===== src/rtl/datapath_arbiter_if.sv =====
// Controller/datapath signal bundle for datapath_arbiter; master = controllers + datapath side, slave = arbiter.
// Latency: none (wires only). Backpressure: req/gnt ownership handshake.
interface datapath_arbiter_if;
    logic       req0, req1;
    logic       lock0, lock1;
    logic [2:0] op0, op1;
    logic [3:0] src1_0, src2_0, dest0;
    logic [3:0] src1_1, src2_1, dest1;
    logic       overflow;
    logic       gnt0, gnt1;
    logic [2:0] op;
    logic [3:0] src1, src2, dest;
    logic       ovf0, ovf1;
    logic       err;

    modport master (
        output req0, req1, lock0, lock1, op0, op1,
        output src1_0, src2_0, dest0, src1_1, src2_1, dest1, overflow,
        input  gnt0, gnt1, op, src1, src2, dest, ovf0, ovf1, err
    );

    modport slave (
        input  req0, req1, lock0, lock1, op0, op1,
        input  src1_0, src2_0, dest0, src1_1, src2_1, dest1, overflow,
        output gnt0, gnt1, op, src1, src2, dest, ovf0, ovf1, err
    );
endinterface


===== src/rtl/datapath_arbiter.sv =====
// Round-robin owner arbiter muxing two controllers onto the FIR datapath, with lock for atomic sequences.
// Latency: grant one cycle after request seen in IDLE; command/overflow muxing combinational.
// Backpressure: non-owner waits on gnt; ARB_TIMEOUT_EN adds forced lock release with err pulse.
module datapath_arbiter #(
    parameter int TIMEOUT = 16
) (
    input  logic          clk,
    input  logic          n_reset,
    datapath_arbiter_if.slave dp
);
    typedef enum logic [1:0] {IDLE = 2'd0, OWN0 = 2'd1, OWN1 = 2'd2} state_t;

    localparam int CW = $clog2(TIMEOUT + 1);

    if (TIMEOUT < 1) begin : g_bad_timeout
        $error("datapath_arbiter: TIMEOUT must be at least 1");
    end

    state_t state_q, state_d;
    logic   ptr_q, ptr_d;
    logic   owned, own_req, own_lock, to_hit, hold;

    assign owned    = (state_q == OWN0) || (state_q == OWN1);
    assign own_req  = (state_q == OWN1) ? dp.req1  : dp.req0;
    assign own_lock = (state_q == OWN1) ? dp.lock1 : dp.lock0;
    assign hold     = owned && own_req && own_lock && !to_hit;

`ifdef ARB_TIMEOUT_EN
    logic [CW-1:0] cnt_q, cnt_d;

    // cnt_q counts owned cycles already completed, so the TIMEOUT-th cycle sees TIMEOUT-1.
    assign to_hit = (cnt_q == CW'(TIMEOUT - 1));
    assign cnt_d  = hold ? cnt_q + CW'(1) : '0;
    assign dp.err = owned && own_req && own_lock && to_hit;
`else
    assign to_hit = 1'b0;
    assign dp.err = 1'b0;
`endif

    always_ff @(posedge clk or negedge n_reset) begin
        if (!n_reset) begin
            state_q <= IDLE;
            ptr_q   <= 1'b0;
`ifdef ARB_TIMEOUT_EN
            cnt_q   <= '0;
`endif
        end else begin
            state_q <= state_d;
            ptr_q   <= ptr_d;
`ifdef ARB_TIMEOUT_EN
            cnt_q   <= cnt_d;
`endif
        end
    end

    always_comb begin
        state_d = state_q;
        ptr_d   = ptr_q;
        case (state_q)
            IDLE: begin
                if (dp.req0 && dp.req1) state_d = ptr_q ? OWN1 : OWN0;
                else if (dp.req0)       state_d = OWN0;
                else if (dp.req1)       state_d = OWN1;
            end
            OWN0: begin
                if (!hold) begin
                    ptr_d = 1'b1;
                    if (dp.req1)      state_d = OWN1;
                    else if (dp.req0) state_d = OWN0;
                    else              state_d = IDLE;
                end
            end
            OWN1: begin
                if (!hold) begin
                    ptr_d = 1'b0;
                    if (dp.req0)      state_d = OWN0;
                    else if (dp.req1) state_d = OWN1;
                    else              state_d = IDLE;
                end
            end
            default: state_d = IDLE;
        endcase
    end

    // The owner's fields pass through only while it actually presents an op.
    always_comb begin
        dp.op   = 3'd0;
        dp.src1 = 4'd0;
        dp.src2 = 4'd0;
        dp.dest = 4'd0;
        if (state_q == OWN0 && dp.req0) begin
            dp.op   = dp.op0;
            dp.src1 = dp.src1_0;
            dp.src2 = dp.src2_0;
            dp.dest = dp.dest0;
        end else if (state_q == OWN1 && dp.req1) begin
            dp.op   = dp.op1;
            dp.src1 = dp.src1_1;
            dp.src2 = dp.src2_1;
            dp.dest = dp.dest1;
        end
    end

    assign dp.gnt0 = (state_q == OWN0);
    assign dp.gnt1 = (state_q == OWN1);
    assign dp.ovf0 = dp.overflow && dp.gnt0 && dp.req0;
    assign dp.ovf1 = dp.overflow && dp.gnt1 && dp.req1;
endmodule


===== src/flat_wrapper.sv =====
// flat-port wrapper written by rule: the top's interface ports become plain ports
module datapath_arbiter_flat 
#(
    parameter int TIMEOUT = 16
)
  (clk, n_reset, dp_req0, dp_req1, dp_lock0, dp_lock1, dp_op0, dp_op1, dp_src1_0, dp_src2_0, dp_dest0, dp_src1_1, dp_src2_1, dp_dest1, dp_overflow, dp_gnt0, dp_gnt1, dp_op, dp_src1, dp_src2, dp_dest, dp_ovf0, dp_ovf1, dp_err);
  datapath_arbiter_if dp_i ();
  input  logic clk;
  input  logic n_reset;
  input wire logic [$bits(dp_i.req0)-1:0] dp_req0;
  input wire logic [$bits(dp_i.req1)-1:0] dp_req1;
  input wire logic [$bits(dp_i.lock0)-1:0] dp_lock0;
  input wire logic [$bits(dp_i.lock1)-1:0] dp_lock1;
  input wire logic [$bits(dp_i.op0)-1:0] dp_op0;
  input wire logic [$bits(dp_i.op1)-1:0] dp_op1;
  input wire logic [$bits(dp_i.src1_0)-1:0] dp_src1_0;
  input wire logic [$bits(dp_i.src2_0)-1:0] dp_src2_0;
  input wire logic [$bits(dp_i.dest0)-1:0] dp_dest0;
  input wire logic [$bits(dp_i.src1_1)-1:0] dp_src1_1;
  input wire logic [$bits(dp_i.src2_1)-1:0] dp_src2_1;
  input wire logic [$bits(dp_i.dest1)-1:0] dp_dest1;
  input wire logic [$bits(dp_i.overflow)-1:0] dp_overflow;
  output wire logic [$bits(dp_i.gnt0)-1:0] dp_gnt0;
  output wire logic [$bits(dp_i.gnt1)-1:0] dp_gnt1;
  output wire logic [$bits(dp_i.op)-1:0] dp_op;
  output wire logic [$bits(dp_i.src1)-1:0] dp_src1;
  output wire logic [$bits(dp_i.src2)-1:0] dp_src2;
  output wire logic [$bits(dp_i.dest)-1:0] dp_dest;
  output wire logic [$bits(dp_i.ovf0)-1:0] dp_ovf0;
  output wire logic [$bits(dp_i.ovf1)-1:0] dp_ovf1;
  output wire logic [$bits(dp_i.err)-1:0] dp_err;
  assign dp_i.req0 = dp_req0;
  assign dp_i.req1 = dp_req1;
  assign dp_i.lock0 = dp_lock0;
  assign dp_i.lock1 = dp_lock1;
  assign dp_i.op0 = dp_op0;
  assign dp_i.op1 = dp_op1;
  assign dp_i.src1_0 = dp_src1_0;
  assign dp_i.src2_0 = dp_src2_0;
  assign dp_i.dest0 = dp_dest0;
  assign dp_i.src1_1 = dp_src1_1;
  assign dp_i.src2_1 = dp_src2_1;
  assign dp_i.dest1 = dp_dest1;
  assign dp_i.overflow = dp_overflow;
  assign dp_gnt0 = dp_i.gnt0;
  assign dp_gnt1 = dp_i.gnt1;
  assign dp_op = dp_i.op;
  assign dp_src1 = dp_i.src1;
  assign dp_src2 = dp_i.src2;
  assign dp_dest = dp_i.dest;
  assign dp_ovf0 = dp_i.ovf0;
  assign dp_ovf1 = dp_i.ovf1;
  assign dp_err = dp_i.err;
  datapath_arbiter #(.TIMEOUT(TIMEOUT)) u_core (.clk(clk), .n_reset(n_reset), .dp(dp_i));
endmodule

===== config.mk =====
export PLATFORM = sky130hd
export DESIGN_NAME = datapath_arbiter_flat
export DESIGN_NICKNAME = d
export VERILOG_FILES = /design/src/rtl/datapath_arbiter_if.sv /design/src/rtl/datapath_arbiter.sv /design/src/flat_wrapper.sv
export SDC_FILE = /design/constraint.sdc
export NUM_CORES = 1
export LEC_CHECK = 0
export BUFFER_PORTS_ARGS = -buffer_cell sky130_fd_sc_hd__buf_2
export CAP_MARGIN = 30
export CORE_AREA = 3 3 41 52
export CTS_CLUSTER_DIAMETER = 100
export CTS_CLUSTER_SIZE = 30
export DETAILED_ROUTE_END_ITERATION = 7
export DIE_AREA = 0 0 44 55
export PLACE_DENSITY_LB_ADDON = 0.12
export SLEW_MARGIN = 20
export SYNTH_ARGS = -nofsm -noshare
export SYNTH_HDL_FRONTEND = slang
export SYNTH_SLANG_ARGS = --single-unit

===== constraint.sdc =====
create_clock -name clk -period 1.56 [get_ports clk]
set_clock_uncertainty 0.2 [all_clocks]
set_input_delay 0.078 -clock clk [delete_from_list [all_inputs] [get_ports clk]]
set_output_delay 0.078 -clock clk [all_outputs]
set_load 0.02 [all_outputs]

# Word-level counts from Yosys, hierarchy flattened
# Index checks and enable logic that the tools add are counted.
# W data, S select, Z words.
[classes]
reduce_logical = 14
eq_ne = 5
muxes = 24
[ops]
columns = ["operator", "n"]
rows = [
  ["$mux W4", 6],
  ["$mux W2", 9],
  ["$logic_and A1 B1 Y1", 9],
  ["$mux W3", 2],
  ["$pmux W2 S3", 1],
  ["$reduce_and A3 Y1", 2],
  ["$mux W1", 5],
  ["$ne A2 B2 Y1 const B", 2],
  ["$ne A4 B3 Y1 const B", 1],
  ["$eq A2 B1 Y1 const B", 1],
  ["$eq A2 B2 Y1 const B", 1],
  ["$logic_not A2 Y1", 1],
  ["$pmux W1 S2", 1],
  ["$reduce_bool A2 Y1", 1],
  ["$logic_or A1 B1 Y1", 1],
]
[word_totals]
reg_bits = 3
out_inout_bits = 20
in_bits = 37
elab_cells = 45

# Logic depth before layout (Yosys ltp)
[depth]
word_depth = 6
depth_mapped = 7
mapped_depth_nobuf = 6

# Worst setup path after synthesis
# OpenSTA, ideal clock, no wires.
[synth_timing]
path_kind = "reg2out"
startpoint = "register u_core.state_q[1]"
endpoint = "output dp_dest[0]"
n_path_buf = 2
stages_incl_launch_ff = 8
required_ps = 1282
t_arrival_ps = 1589
path_slack_ps = -307
cell_sequence = "dfrtp_1 inv_1 ha_1 and2_1 buf_6 nor2_4 buf_6 a22o_1"
[synth_via]
word_cells_on_any_way = 6
cone_classes = "eq/ne: 2; mux: 2; reduce/logical: 2"
[synth_lines]
columns = ["element", "line", "text"]
rows = [
  ["start, declared", "datapath_arbiter.sv:19", "state_t state_q, state_d;"],
  ["start signal, assigned", "datapath_arbiter.sv:48", "state_q <= state_d;"],
  ["$eq A2 B1 Y1", "n/a", ""],
  ["net dp_gnt0", "flat_wrapper.sv:23", "output wire logic [$bits(dp_i.gnt0)-1:0] dp_gnt0;"],
  ["$logic_and A1 B1 Y1", "datapath_arbiter.sv:91", "if (state_q == OWN0 && dp.req0) begin"],
  ["$mux W4", "datapath_arbiter.sv:91", ""],
  ["end, declared", "flat_wrapper.sv:28", "output wire logic [$bits(dp_i.dest)-1:0] dp_dest;"],
]
# The timed path passes the listed nets, and every way through them passes these cells.

# Worst setup path after layout
[layout_timing]
startpoint = "register u_core.state_q[1]"
endpoint = "output dp_src2[2]"
[layout_via]
elab_chain_len = 4
word_cells_on_any_way = 6
cone_classes = "eq/ne: 2; mux: 2; reduce/logical: 2"
[layout_rtl]
columns = ["element", "line", "text"]
rows = [
  ["$eq A2 B2 Y1", "datapath_arbiter.sv:96", "end else if (state_q == OWN1 && dp.req1) begin"],
  ["$logic_and A1 B1 Y1", "datapath_arbiter.sv:96", ""],
  ["$mux W4", "datapath_arbiter.sv:96", ""],
  ["$mux W4 (*)", "datapath_arbiter.sv:91", ""],
  ["end, declared", "flat_wrapper.sv:27", "output wire logic [$bits(dp_i.src2)-1:0] dp_src2;"],
]
# Mark *: on every way between the ends. The rest lies on a longest branch, timed or not.

==> results.toml <==
[setup_path]
crit_type = "flip-flop to primary output"
cpPeakStageDelay_ns = 0.39
crit_arrival_ns = 1.56
crit_slowest_cell = "dfrtp_1"
crit_fanout = 7
crit_chain = "inv_2 -> ha_4 -> and2_4 -> nor2_4 -> clkbuf_16 -> a22o_4 -> buf_6"
cp-start-kind = "flip-flop"
cp_data_required_time_ns = 1.28
endpoint_kind = "primary output"

[finish]
multiInputGateArea_um2 = 509
seqCellArea_um2 = 76.3
nets = 172
diodes = 0
syn2layout_area_growth_pct = 155
stdcell_area_mm2 = 0.00124
drive_above_1_share_pct = 76.0
fillers = 129
final_cell_mix = "buf_2 (37), buf_6 (23), a22o_4 (10)"
final_common_cell = "buf_2"
postLayoutCoreUtil_pct = 71.1

[synth]
ys_seq_area_share_pct = 15.4
postSynthAreaPerCell_um2 = 8.69
syn_inst = 56
synth_area_um2 = 487
ys_ff_latch = 3
synth_cell_types = 24
synth_warnings = 0
synth_nets = 98

[grt]
antenna_found_initial = 0
grt_start_max_net_pins = 16
grt_util_all_layers_pct = 17.2
grt_pass1_wl_um = 2930
grt_pass1_vias = 694
grt_overflow = 0

[route]
vias = 736
remaining_drc_errors = 0
firstDrtPassIters = 4
via_per_inst = 4.97
antenna_left = 0
wirelength_um = 2130
avgRoutedWirePerCell_um = 14.4
first_iter_violations = 6

[sta]
timing.fmax_ghz = 0.545
rsz0062_at_grt = "true"
hold_viol_final = 0
finalCriticalPeriod_ns = 1.84
fin_ws_ns = -0.276
period_share_pct = 118
slew_violations = 0
setup_violations = 20

[floorplan]
core_area_mm2 = 0.00174
start_util_pct = 27.9
fp.dieH_um = 55
ios = 57
fp.dieW_um = 44
die_area_mm2 = 0.00242
fp-row-count = 17

[clocking]
cts-htree-levels = 1
cts_root_buffer = "clkbuf_4"
cts_buffer_depth = 2
clk_pin_slew_ns = 0.03
clock-sinks = 3
cts_tree = "done"
insertion_delay_ns = 0.24
numCtsBuffers = 3

[placement]
dp_hpwl_um = 1420
portBuffers = 55
gp_congestion = 0.792
placed_area_um2 = 941

[hold_path]
worstHoldPathType = "primary input to flip-flop"

[run_status]
failed_checks = "negative setup slack"
status = "finished with violations"

[power_and_ir_drop]
vdd_drop_max_uv = 1010
cellLeakagePower_nw = 0.657
p_per_area_mw_per_mm2 = 1470

[job]
max_cap_violations = 0
==> metal layers <==
layer | GRT usage [%] | up-vias | part of all wire, %
met2 | 35.9 | 46 | 59
met3 | 3.56 | 9 | 8.8
met5 | 0 | - | 0
met1 | 14.3 | 325 | 29
li1 | - | 356 | -
met4 | 11.1 | 0 | 3.7
==> repair_timing <==
action	4_1_cts	5_1_grt
hold buffers	2	0
resized for setup	33	15
setup endpoints to repair	20	21
hold endpoints to repair	3	0
pin swaps	1	10
buffers inserted	7	3
gates cloned	0	1
==> synthesized netlist by cell type <==
master    instances  area, um2
a22o_1           15        131
ha_1              5       62.6
inv_1             4       15.0
a21oi_1           3       15.0
dfrtp_1           3       75.1
mux2i_1           3       30.0
nor2_1            3       11.3
buf_6             2       22.5
nand2b_1          2       12.5
o21ai_0           2       10.0
a211oi_2          1       12.5
a21oi_2           1       8.76
and2_1            1       6.26
and2b_1           1       7.51
and3_1            1       6.26
and3_2            1       7.51
buf_2             1       5.00
buf_4             1       7.51
conb_1            1       3.75
nand2_1           1       3.75
nand3b_1          1       7.51
nor2_4            1       11.3
o22ai_1           1       6.26
o31ai_1           1       7.51
==> registers in the layout (all words and copies together), names as in the netlist <==
register / count
u_core.ptr_q: 1
u_core.state_q: 2
==> cell families (layout without fill, tap and decap cells) <==
group | after synthesis | after routing | share of synthesized area (%)
multiplexers | 3 | 3 | 6.17
AND/OR/NAND/NOR | 12 | 12 | 15.2
AO/OA/AOI/OAI | 24 | 24 | 39.3
adder cells (fa/ha/maj) | 5 | 5 | 12.9
flip-flops | 3 | 3 | 15.4
buffers and inverters | 8 | 81 | 10.3
other | 1 | 1 | 0.770
==> final timing paths <==
| check | startpoint | to | slack [ns] | cells after the start |
|---|---|---|---|---|
| max | u_core.state_q[1] | dp_src2[2] | -0.28 | 7 |
| min reg2reg | u_core.ptr_q | u_core.ptr_q | 0.34 | 2 |
| max reg2reg | u_core.state_q[0] | u_core.state_q[1] | -0.19 | 7 |
| min in group asynchronous | n_reset | u_core.ptr_q | 0.52 | 3 |
| min | dp_req0 | u_core.state_q[1] | 0.12 | 4 |
| max in group asynchronous | n_reset | u_core.state_q[0] | 0.48 | 3 |
==> cell type report <==
cell class	instances	share of cell area (%)
clock buffer	4	2.12
sequential	3	6.16
timing repair buffer	73	47.5
tap	19	1.92
multi-input combinational	45	41.1
inverter	4	1.21
==> critical path, delay by kind of cell, from the launching register on <==
| kind | cells | cell delay [ns] |
|---|---|---|
| adder cells (fa/ha/maj) | 1 | 0.13 |
| AND/OR/NAND/NOR | 2 | 0.22 |
| flip-flops | 1 | 0.39 |
| buffers and inverters | 3 | 0.37 |
| AO/OA/AOI/OAI | 1 | 0.21 |
==> through the flow <==
step | hold WS (ns) | setup TNS (ns) | setup slack (ns) | total power, mW | cells
after global placement | -0.321 | -2.32 | -0.190 | 1.21 | 132
after CTS | 0.0361 | -4.66 | -0.298 | 1.60 | 145
final | 0.117 | -4.62 | -0.276 | 1.82 | 148
after global routing | 0.118 | -6.03 | -0.352 | 1.95 | 148
after floorplan | -0.418 | -1.41 | -0.114 | 0.919 | 56
after detailed placement | -0.320 | -2.44 | -0.197 | 1.23 | 132
==> power breakdown <==
part           internal, mW  total, mW  switching [mW]
combinational         0.846       1.53           0.682
clock                0.0960      0.138          0.0425
sequential            0.119      0.153          0.0343
Power figures use the tool's default switching activity.
